**config.mk**
```make
export PLATFORM = sky130hd
export DESIGN_NAME = shwr_integral_capture_flat
export DESIGN_NICKNAME = d
export VERILOG_FILES = /design/src/rtl/shwr_integral_capture_pkg.sv /design/src/rtl/shwr_integral_capture_if.sv /design/src/rtl/shwr_capture_fifo.sv /design/src/rtl/shwr_integral_capture.sv /design/src/flat_wrapper.sv
export SDC_FILE = /design/constraint.sdc
export NUM_CORES = 1
export LEC_CHECK = 0
export ABC_AREA = 1
export CORE_ASPECT_RATIO = 1.25
export CORE_MARGIN = 2
export CORE_UTILIZATION = 59
export DETAILED_ROUTE_END_ITERATION = 10
export PLACE_DENSITY_LB_ADDON = 0.08
export SLEW_MARGIN = 10
export SYNTH_ARGS = -nofsm -noshare
export SYNTH_HDL_FRONTEND = slang
export SYNTH_SLANG_ARGS = --single-unit
```
**constraint.sdc**
```tcl
create_clock -name CLK120 -period 13.4 [get_ports CLK120]
set_input_delay 2.68 -clock CLK120 [delete_from_list [all_inputs] [get_ports CLK120]]
set_output_delay 2.68 -clock CLK120 [all_outputs]
set_load 0.01 [all_outputs]
```
**src/rtl/shwr_integral_capture_pkg.sv**
```systemverilog
// Shared constants, record layout and FSM state type for the shower integral capture block.
// Build option: define SHWR_CAPTURE_TIMESTAMP_EN to carry a 32-bit trigger timestamp in each record.
package shwr_integral_capture_pkg;
  localparam int NCHAN      = 3;
  localparam int ADC_W      = 12;
  localparam int AREA_W     = 19;
  localparam int BL_W       = 14;
  localparam int AREA_BINS  = 256;
  localparam int PIPE_LAT   = 4;
  localparam int DEPTH_LOG2 = 2;
  localparam int TAG_W      = 8;

  localparam int WIN_LAST = AREA_BINS + PIPE_LAT - 1;
  localparam int WIN_W    = $clog2(AREA_BINS + PIPE_LAT);

  // Record layout, LSB first: integrals, peaks, baselines, saturation flags, tag, timestamp.
  localparam int OFF_INT  = 0;
  localparam int OFF_PEAK = OFF_INT + NCHAN * AREA_W;
  localparam int OFF_BL   = OFF_PEAK + NCHAN * ADC_W;
  localparam int OFF_SAT  = OFF_BL + NCHAN * BL_W;
  localparam int OFF_TAG  = OFF_SAT + NCHAN;
  localparam int OFF_TIME = OFF_TAG + TAG_W;
`ifdef SHWR_CAPTURE_TIMESTAMP_EN
  localparam int TIME_W = 32;
`else
  localparam int TIME_W = 0;
`endif
  localparam int REC_W = OFF_TIME + TIME_W;

  typedef enum logic [1:0] {
    S_IDLE    = 2'd0,
    S_INTEG   = 2'd1,
    S_CAPTURE = 2'd2,
    S_HOLDOFF = 2'd3
  } state_t;
endpackage

```
**src/rtl/shwr_integral_capture_if.sv**
```systemverilog
// Bundle of trigger/data inputs and event readout outputs for shwr_integral_capture.
// Readout handshake: EVT_VALID high means EVT_* show the head event; EVT_ACK && EVT_VALID on a clock pops it.
interface shwr_integral_capture_if;
  import shwr_integral_capture_pkg::*;

  logic                    TRIGGERED;
  logic [NCHAN*AREA_W-1:0] INTEGRAL_IN;
  logic [NCHAN*ADC_W-1:0]  PEAK_IN;
  logic [NCHAN*BL_W-1:0]   BASELINE_IN;
  logic [NCHAN-1:0]        SATURATED_IN;
  logic                    EVT_ACK;

  logic                    EVT_VALID;
  logic [NCHAN*AREA_W-1:0] EVT_INTEGRAL;
  logic [NCHAN*ADC_W-1:0]  EVT_PEAK;
  logic [NCHAN*BL_W-1:0]   EVT_BASELINE;
  logic [NCHAN-1:0]        EVT_SATURATED;
  logic [7:0]              EVT_TAG;
  logic [31:0]             EVT_TIME;
  logic                    FIFO_FULL;
  logic [7:0]              OVF_CNT;
  logic [7:0]              ABORT_CNT;
  state_t                  state;

  modport slave (
    input  TRIGGERED, INTEGRAL_IN, PEAK_IN, BASELINE_IN, SATURATED_IN, EVT_ACK,
    output EVT_VALID, EVT_INTEGRAL, EVT_PEAK, EVT_BASELINE, EVT_SATURATED,
           EVT_TAG, EVT_TIME, FIFO_FULL, OVF_CNT, ABORT_CNT, state
  );

  modport master (
    output TRIGGERED, INTEGRAL_IN, PEAK_IN, BASELINE_IN, SATURATED_IN, EVT_ACK,
    input  EVT_VALID, EVT_INTEGRAL, EVT_PEAK, EVT_BASELINE, EVT_SATURATED,
           EVT_TAG, EVT_TIME, FIFO_FULL, OVF_CNT, ABORT_CNT, state
  );
endinterface

```
**src/rtl/shwr_capture_fifo.sv**
```systemverilog
// Generic first-word fall-through FIFO; a pop in the same cycle frees room for a push when full.
module shwr_capture_fifo #(
  parameter int W          = 8,
  parameter int DEPTH_LOG2 = 2
) (
  input  logic         clk,
  input  logic         rst,
  input  logic         push,
  input  logic [W-1:0] din,
  input  logic         pop,
  output logic [W-1:0] dout,
  output logic         valid,
  output logic         full,
  output logic         drop
);
  localparam int DEPTH = 1 << DEPTH_LOG2;

  logic [W-1:0]        mem [DEPTH];
  logic [DEPTH_LOG2:0] wr_ptr, rd_ptr;
  logic                empty, pop_ok, push_ok;

  // Extra pointer MSB distinguishes full from empty when the index bits match.
  assign empty   = (wr_ptr == rd_ptr);
  assign full    = (wr_ptr[DEPTH_LOG2] != rd_ptr[DEPTH_LOG2]) &&
                   (wr_ptr[DEPTH_LOG2-1:0] == rd_ptr[DEPTH_LOG2-1:0]);
  assign pop_ok  = pop & ~empty;
  assign push_ok = push & (~full | pop_ok);
  assign drop    = push & ~push_ok;
  assign valid   = ~empty;
  assign dout    = valid ? mem[rd_ptr[DEPTH_LOG2-1:0]] : '0;

  always_ff @(posedge clk) begin
    if (rst) begin
      wr_ptr <= '0;
      rd_ptr <= '0;
    end else begin
      if (push_ok) wr_ptr <= wr_ptr + 1'b1;
      if (pop_ok)  rd_ptr <= rd_ptr + 1'b1;
    end
  end

  always_ff @(posedge clk) begin
    if (push_ok) mem[wr_ptr[DEPTH_LOG2-1:0]] <= din;
  end
endmodule

```
**src/rtl/shwr_integral_capture.sv**
```systemverilog
// Waits out the shower integration window after a trigger and queues a per-channel snapshot for readout.
// Build option: SHWR_CAPTURE_TIMESTAMP_EN adds a free-running trigger timestamp to each record.
module shwr_integral_capture
  import shwr_integral_capture_pkg::*;
(
  input logic CLK120,
  input logic RESET,
  shwr_integral_capture_if.slave bus
);
  state_t            state_q, state_d;
  logic              trig_q, rising, capture, pop;
  logic [WIN_W-1:0]  win_cnt;
  logic [7:0]        tag_cnt, ovf_cnt, abort_cnt;
  logic              fifo_valid, fifo_full, fifo_drop;
  logic [REC_W-1:0]  rec, head;

  assign rising  = bus.TRIGGERED & ~trig_q;
  assign capture = (state_q == S_CAPTURE);
  assign pop     = bus.EVT_ACK & fifo_valid;

  always_comb begin
    state_d = state_q;
    case (state_q)
      S_IDLE:    if (rising) state_d = S_INTEG;
      S_INTEG:   if (!bus.TRIGGERED) state_d = S_IDLE;
                 else if (win_cnt == WIN_W'(WIN_LAST)) state_d = S_CAPTURE;
      S_CAPTURE: state_d = S_HOLDOFF;
      S_HOLDOFF: if (!bus.TRIGGERED) state_d = S_IDLE;
      default:   state_d = S_IDLE;
    endcase
  end

  // trig_q resets high so a trigger already asserted across reset is not seen as an edge.
  always_ff @(posedge CLK120) begin
    if (RESET) begin
      state_q   <= S_IDLE;
      trig_q    <= 1'b1;
      win_cnt   <= '0;
      tag_cnt   <= '0;
      ovf_cnt   <= '0;
      abort_cnt <= '0;
    end else begin
      state_q <= state_d;
      trig_q  <= bus.TRIGGERED;
      win_cnt <= (state_q == S_INTEG) ? win_cnt + 1'b1 : '0;
      if (capture) tag_cnt <= tag_cnt + 8'd1;
      if (fifo_drop && ovf_cnt != 8'hFF) ovf_cnt <= ovf_cnt + 8'd1;
      if (state_q == S_INTEG && !bus.TRIGGERED && abort_cnt != 8'hFF)
        abort_cnt <= abort_cnt + 8'd1;
    end
  end

`ifdef SHWR_CAPTURE_TIMESTAMP_EN
  logic [31:0] ts_cnt, ts_lat;

  always_ff @(posedge CLK120) begin
    if (RESET) begin
      ts_cnt <= '0;
      ts_lat <= '0;
    end else begin
      ts_cnt <= ts_cnt + 32'd1;
      if (state_q == S_IDLE && rising) ts_lat <= ts_cnt;
    end
  end
`endif

  always_comb begin
    rec = '0;
    rec[OFF_INT  +: NCHAN*AREA_W] = bus.INTEGRAL_IN;
    rec[OFF_PEAK +: NCHAN*ADC_W]  = bus.PEAK_IN;
    rec[OFF_BL   +: NCHAN*BL_W]   = bus.BASELINE_IN;
    rec[OFF_SAT  +: NCHAN]        = bus.SATURATED_IN;
    rec[OFF_TAG  +: TAG_W]        = tag_cnt;
`ifdef SHWR_CAPTURE_TIMESTAMP_EN
    rec[OFF_TIME +: 32]           = ts_lat;
`endif
  end

  shwr_capture_fifo #(
    .W          (REC_W),
    .DEPTH_LOG2 (DEPTH_LOG2)
  ) u_fifo (
    .clk   (CLK120),
    .rst   (RESET),
    .push  (capture),
    .din   (rec),
    .pop   (pop),
    .dout  (head),
    .valid (fifo_valid),
    .full  (fifo_full),
    .drop  (fifo_drop)
  );

  assign bus.EVT_VALID     = fifo_valid;
  assign bus.EVT_INTEGRAL  = head[OFF_INT  +: NCHAN*AREA_W];
  assign bus.EVT_PEAK      = head[OFF_PEAK +: NCHAN*ADC_W];
  assign bus.EVT_BASELINE  = head[OFF_BL   +: NCHAN*BL_W];
  assign bus.EVT_SATURATED = head[OFF_SAT  +: NCHAN];
  assign bus.EVT_TAG       = head[OFF_TAG  +: TAG_W];
`ifdef SHWR_CAPTURE_TIMESTAMP_EN
  assign bus.EVT_TIME      = head[OFF_TIME +: 32];
`else
  assign bus.EVT_TIME      = '0;
`endif
  assign bus.FIFO_FULL     = fifo_full;
  assign bus.OVF_CNT       = ovf_cnt;
  assign bus.ABORT_CNT     = abort_cnt;
  assign bus.state         = state_q;
endmodule

```
**src/flat_wrapper.sv**
```systemverilog
// flat-port wrapper written by rule: the top's interface ports become plain ports
module shwr_integral_capture_flat import shwr_integral_capture_pkg::*;
  (CLK120, RESET, bus_TRIGGERED, bus_INTEGRAL_IN, bus_PEAK_IN, bus_BASELINE_IN, bus_SATURATED_IN, bus_EVT_ACK, bus_EVT_VALID, bus_EVT_INTEGRAL, bus_EVT_PEAK, bus_EVT_BASELINE, bus_EVT_SATURATED, bus_EVT_TAG, bus_EVT_TIME, bus_FIFO_FULL, bus_OVF_CNT, bus_ABORT_CNT, bus_state);
  shwr_integral_capture_if bus_i ();
  input logic CLK120;
  input logic RESET;
  input wire logic [$bits(bus_i.TRIGGERED)-1:0] bus_TRIGGERED;
  input wire logic [$bits(bus_i.INTEGRAL_IN)-1:0] bus_INTEGRAL_IN;
  input wire logic [$bits(bus_i.PEAK_IN)-1:0] bus_PEAK_IN;
  input wire logic [$bits(bus_i.BASELINE_IN)-1:0] bus_BASELINE_IN;
  input wire logic [$bits(bus_i.SATURATED_IN)-1:0] bus_SATURATED_IN;
  input wire logic [$bits(bus_i.EVT_ACK)-1:0] bus_EVT_ACK;
  output wire logic [$bits(bus_i.EVT_VALID)-1:0] bus_EVT_VALID;
  output wire logic [$bits(bus_i.EVT_INTEGRAL)-1:0] bus_EVT_INTEGRAL;
  output wire logic [$bits(bus_i.EVT_PEAK)-1:0] bus_EVT_PEAK;
  output wire logic [$bits(bus_i.EVT_BASELINE)-1:0] bus_EVT_BASELINE;
  output wire logic [$bits(bus_i.EVT_SATURATED)-1:0] bus_EVT_SATURATED;
  output wire logic [$bits(bus_i.EVT_TAG)-1:0] bus_EVT_TAG;
  output wire logic [$bits(bus_i.EVT_TIME)-1:0] bus_EVT_TIME;
  output wire logic [$bits(bus_i.FIFO_FULL)-1:0] bus_FIFO_FULL;
  output wire logic [$bits(bus_i.OVF_CNT)-1:0] bus_OVF_CNT;
  output wire logic [$bits(bus_i.ABORT_CNT)-1:0] bus_ABORT_CNT;
  output wire logic [$bits(bus_i.state)-1:0] bus_state;
  assign bus_i.TRIGGERED = bus_TRIGGERED;
  assign bus_i.INTEGRAL_IN = bus_INTEGRAL_IN;
  assign bus_i.PEAK_IN = bus_PEAK_IN;
  assign bus_i.BASELINE_IN = bus_BASELINE_IN;
  assign bus_i.SATURATED_IN = bus_SATURATED_IN;
  assign bus_i.EVT_ACK = bus_EVT_ACK;
  assign bus_EVT_VALID = bus_i.EVT_VALID;
  assign bus_EVT_INTEGRAL = bus_i.EVT_INTEGRAL;
  assign bus_EVT_PEAK = bus_i.EVT_PEAK;
  assign bus_EVT_BASELINE = bus_i.EVT_BASELINE;
  assign bus_EVT_SATURATED = bus_i.EVT_SATURATED;
  assign bus_EVT_TAG = bus_i.EVT_TAG;
  assign bus_EVT_TIME = bus_i.EVT_TIME;
  assign bus_FIFO_FULL = bus_i.FIFO_FULL;
  assign bus_OVF_CNT = bus_i.OVF_CNT;
  assign bus_ABORT_CNT = bus_i.ABORT_CNT;
  assign bus_state = bus_i.state;
  shwr_integral_capture u_core (.CLK120(CLK120), .RESET(RESET), .bus(bus_i));
endmodule
```
==> metrics.txt <==
status complete, no violations; initial drt markers around 1,100; Post-route DRC 0; Hold Path Cell Cnt 1; max_cap viols 0; first-pass GRT wire length 84,770 µm; Tcrit/Tclk final 0.5468; DIE AREA about 44,000 µm²; gr ovfl total 0; Clock Latency Late Sink ~0.6 ns; Post-CTS Setup Inserts 0; Setup WS post-layout just over 6 ns; Slew Viols, Final 0; critical path endpoint category primary output; vias per inst 5.550; maximum clock path buffer count 3; pre-CTS setup slack 6.676 ns; Hold EP u_core.win_cnt[0]; required time of the critical path between 10 and 15 ns; antenna violations before repair 9; number of global-route vias before repair between 15,000 and 20,000; remaining antenna violation count 0; sequential-to-total area share from yosys stat 0.7303; Pre-Repair DR Iteration Count 7; Leakage ~0.011 µW; # IOs 340; final core occ 0.7224; Syn Std Cell Area 25,220 µm²; commonest non-fill, non-tap cell in the layout edfxtp_1; Seq. cell area 18,430 µm²; TritonCTS Buffers 58; HPWL Detailed 30,340 µm; DP Area 28,490 µm²; root buf cell clkbuf_16; Yosys Warn Count 0; wire per inst roughly 19 µm; worst hold-check path type flip-flop to flip-flop; Synth top area share 0.6954; skew final approximately 0.024 ns; library cells used by synthesis 26; Max Clock Freq roughly 140 MHz; die width between 150 and 200 µm; worst reg2reg path endpoint u_core.u_fifo.mem[0][37]; fin nets around 2,500; crit path kind flip-flop to primary output; fin crit period around 7.3 ns; most frequent cells in the layout edfxtp_1 (584), nor2_1 (477), clkdlybuf4s50_1 (307); core footprint between 40,000 and 50,000 µm²; filler instances between 2,000 and 3,000; Synth Register Bits approximately 630; Multi-input gate area about 5500 µm²; area leader, netlist edfxtp_1; Area contributors post-synth edfxtp_1 (70%), nor2_1 (7.2%), o32ai_1 (5.1%); Port-buffer cells around 300; crit path DAT roughly 4.7 ns; Post-Syn Area per Cell ~12 µm²; final setup vio count 0; Min-Delay Startpoint u_core.win_cnt[0]; slew margin rel. 0.2858; GPL Wtd Cong roughly 0.8; Num Clock Sinks 628; VDD IR max between 0.1 and 0.15 mV; P&R area growth vs syn 20.73%; die height around 240 µm; CTS resizes 0; aggregate routed wire length about 55,000 µm; initial core utilization 0.5984; clk slew on worst S/H paths about 0.060 ns; hold buffer count at CTS 0; CTS tree done; RSZ-0062 raised after global routing no; Hold WS between 0.4 and 0.5 ns; largest net degree at the start of global routing around 230; P per Cell Area 141.3 nW/µm²; Core Rows 84; vias after detailed routing approximately 16,000; Tightest Pin Transition approximately 1.1 ns; setup_tns 0 ns; Design Area, Final 30,450 µm²; peak fanout along the critical path 111; reg2reg path depth 6; GRT Total Usage 0.2424; layout cells sized above 1 0.05034; H-tree level count 2; Post-Syn Instances approximately 2,100; R2R setup slack approximately 8.6 ns; final hold viol count 0; Worst setup SP type flip-flop
==> metal layers <==
metal / track usage / share of wire
met1: 0.3136 / 0.41
met2: 0.4127 / 0.50
met3: 0.04860 / 0.066
met4: 0.07907 / 0.023
met5: 0 / 0.00097
==> synthesized netlist by cell type <==
cell / n
ha_1: 9
buf_4: 53
dfxtp_1: 44
o21ai_0: 146
nand4_1: 10
clkbuf_1: 49
a21oi_1: 26
conb_1: 1
nor2_4: 1
xnor2_1: 7
buf_2: 43
o32ai_1: 146
nor3_1: 5
nand3_1: 17
edfxtp_1: 584
clkinv_1: 1
nand3_2: 1
o21a_1: 1
inv_1: 175
xor2_1: 10
inv_2: 7
nand2_1: 220
buf_1: 2
buf_6: 1
nor2_1: 481
o21ai_1: 12
==> logic make-up (layout without fill, tap and decap cells) <==
family / after synthesis / count (layout) / synth area share
fa+ha+maj: 9 / 9 / 0.004465
flops: 628 / 628 / 0.7303
xor+xnor: 17 / 17 / 0.005904
other cells: 1 / 38 / 0.0001487
compound gates: 331 / 331 / 0.08752
buf+inv: 331 / 612 / 0.05959
simple gates: 735 / 735 / 0.1120
==> state kept, by name, indices dropped and copies added, names as in the netlist, named ones only <==
signal                cells
u_core.bus.OVF_CNT        8
u_core.u_fifo.rd_ptr      3
u_core.u_fifo.mem       584
u_core.bus.ABORT_CNT      8
u_core.win_cnt            9
u_core.trig_q             1
u_core.tag_cnt            8
u_core.u_fifo.wr_ptr      3
u_core.bus.state          1
==> worst max path at each step <==
stage                           start                        to  slack [ns]  cells after the start
after floorplan           bus_EVT_ACK   u_core.u_fifo.mem[0][0]        3.75                      4
after global placement    bus_EVT_ACK  u_core.u_fifo.mem[0][76]        6.76                      7
after detailed placement    flip-flop      bus_EVT_INTEGRAL[56]        6.68                      8
after CTS                   flip-flop      bus_EVT_INTEGRAL[56]        6.03                      8
after global routing        flip-flop      bus_EVT_BASELINE[22]        5.73                      8
final                       flip-flop      bus_EVT_BASELINE[34]        6.07                      8
==> power by group <==
group | switching, µW | internal [µW] | total (µW)
Clock | 684 | 974 | 1660
Combinational | 279 | 213 | 492
Sequential | 11.5 | 2140 | 2150
==> area by class of cell <==
type                       count  share of cell area
inverter                     183             0.02281
sequential                   628              0.6052
multi-input combinational   1124              0.1792
timing repair buffer         323              0.1057
clock inverter                35             0.01266
clock buffer                  71             0.05096
antenna                        6           0.0004932
tap                          559             0.02297
==> worst max-delay path, stage by stage (launching register included) <==
cell and delay, ns:
dfxtp_4 0.48, inv_8 0.52, buf_4 0.87, buf_4 0.88
nor2_1 0.11, o32ai_1 0.28, nand2_1 0.08, inv_1 0.11
clkdlybuf4s50_1 0.54
==> through the flow <==
| stage | std cells | total power (µW) |
|---|---|---|
| after floorplan | 2083 | 2464 |
| after global placement | 2817 | 2675 |
| after detailed placement | 2817 | 2685 |
| after CTS | 2923 | 4332 |
| after global routing | 2927 | 4453 |
| final | 2929 | 4302 |
Note: power is estimated with default switching activity, not from simulation.
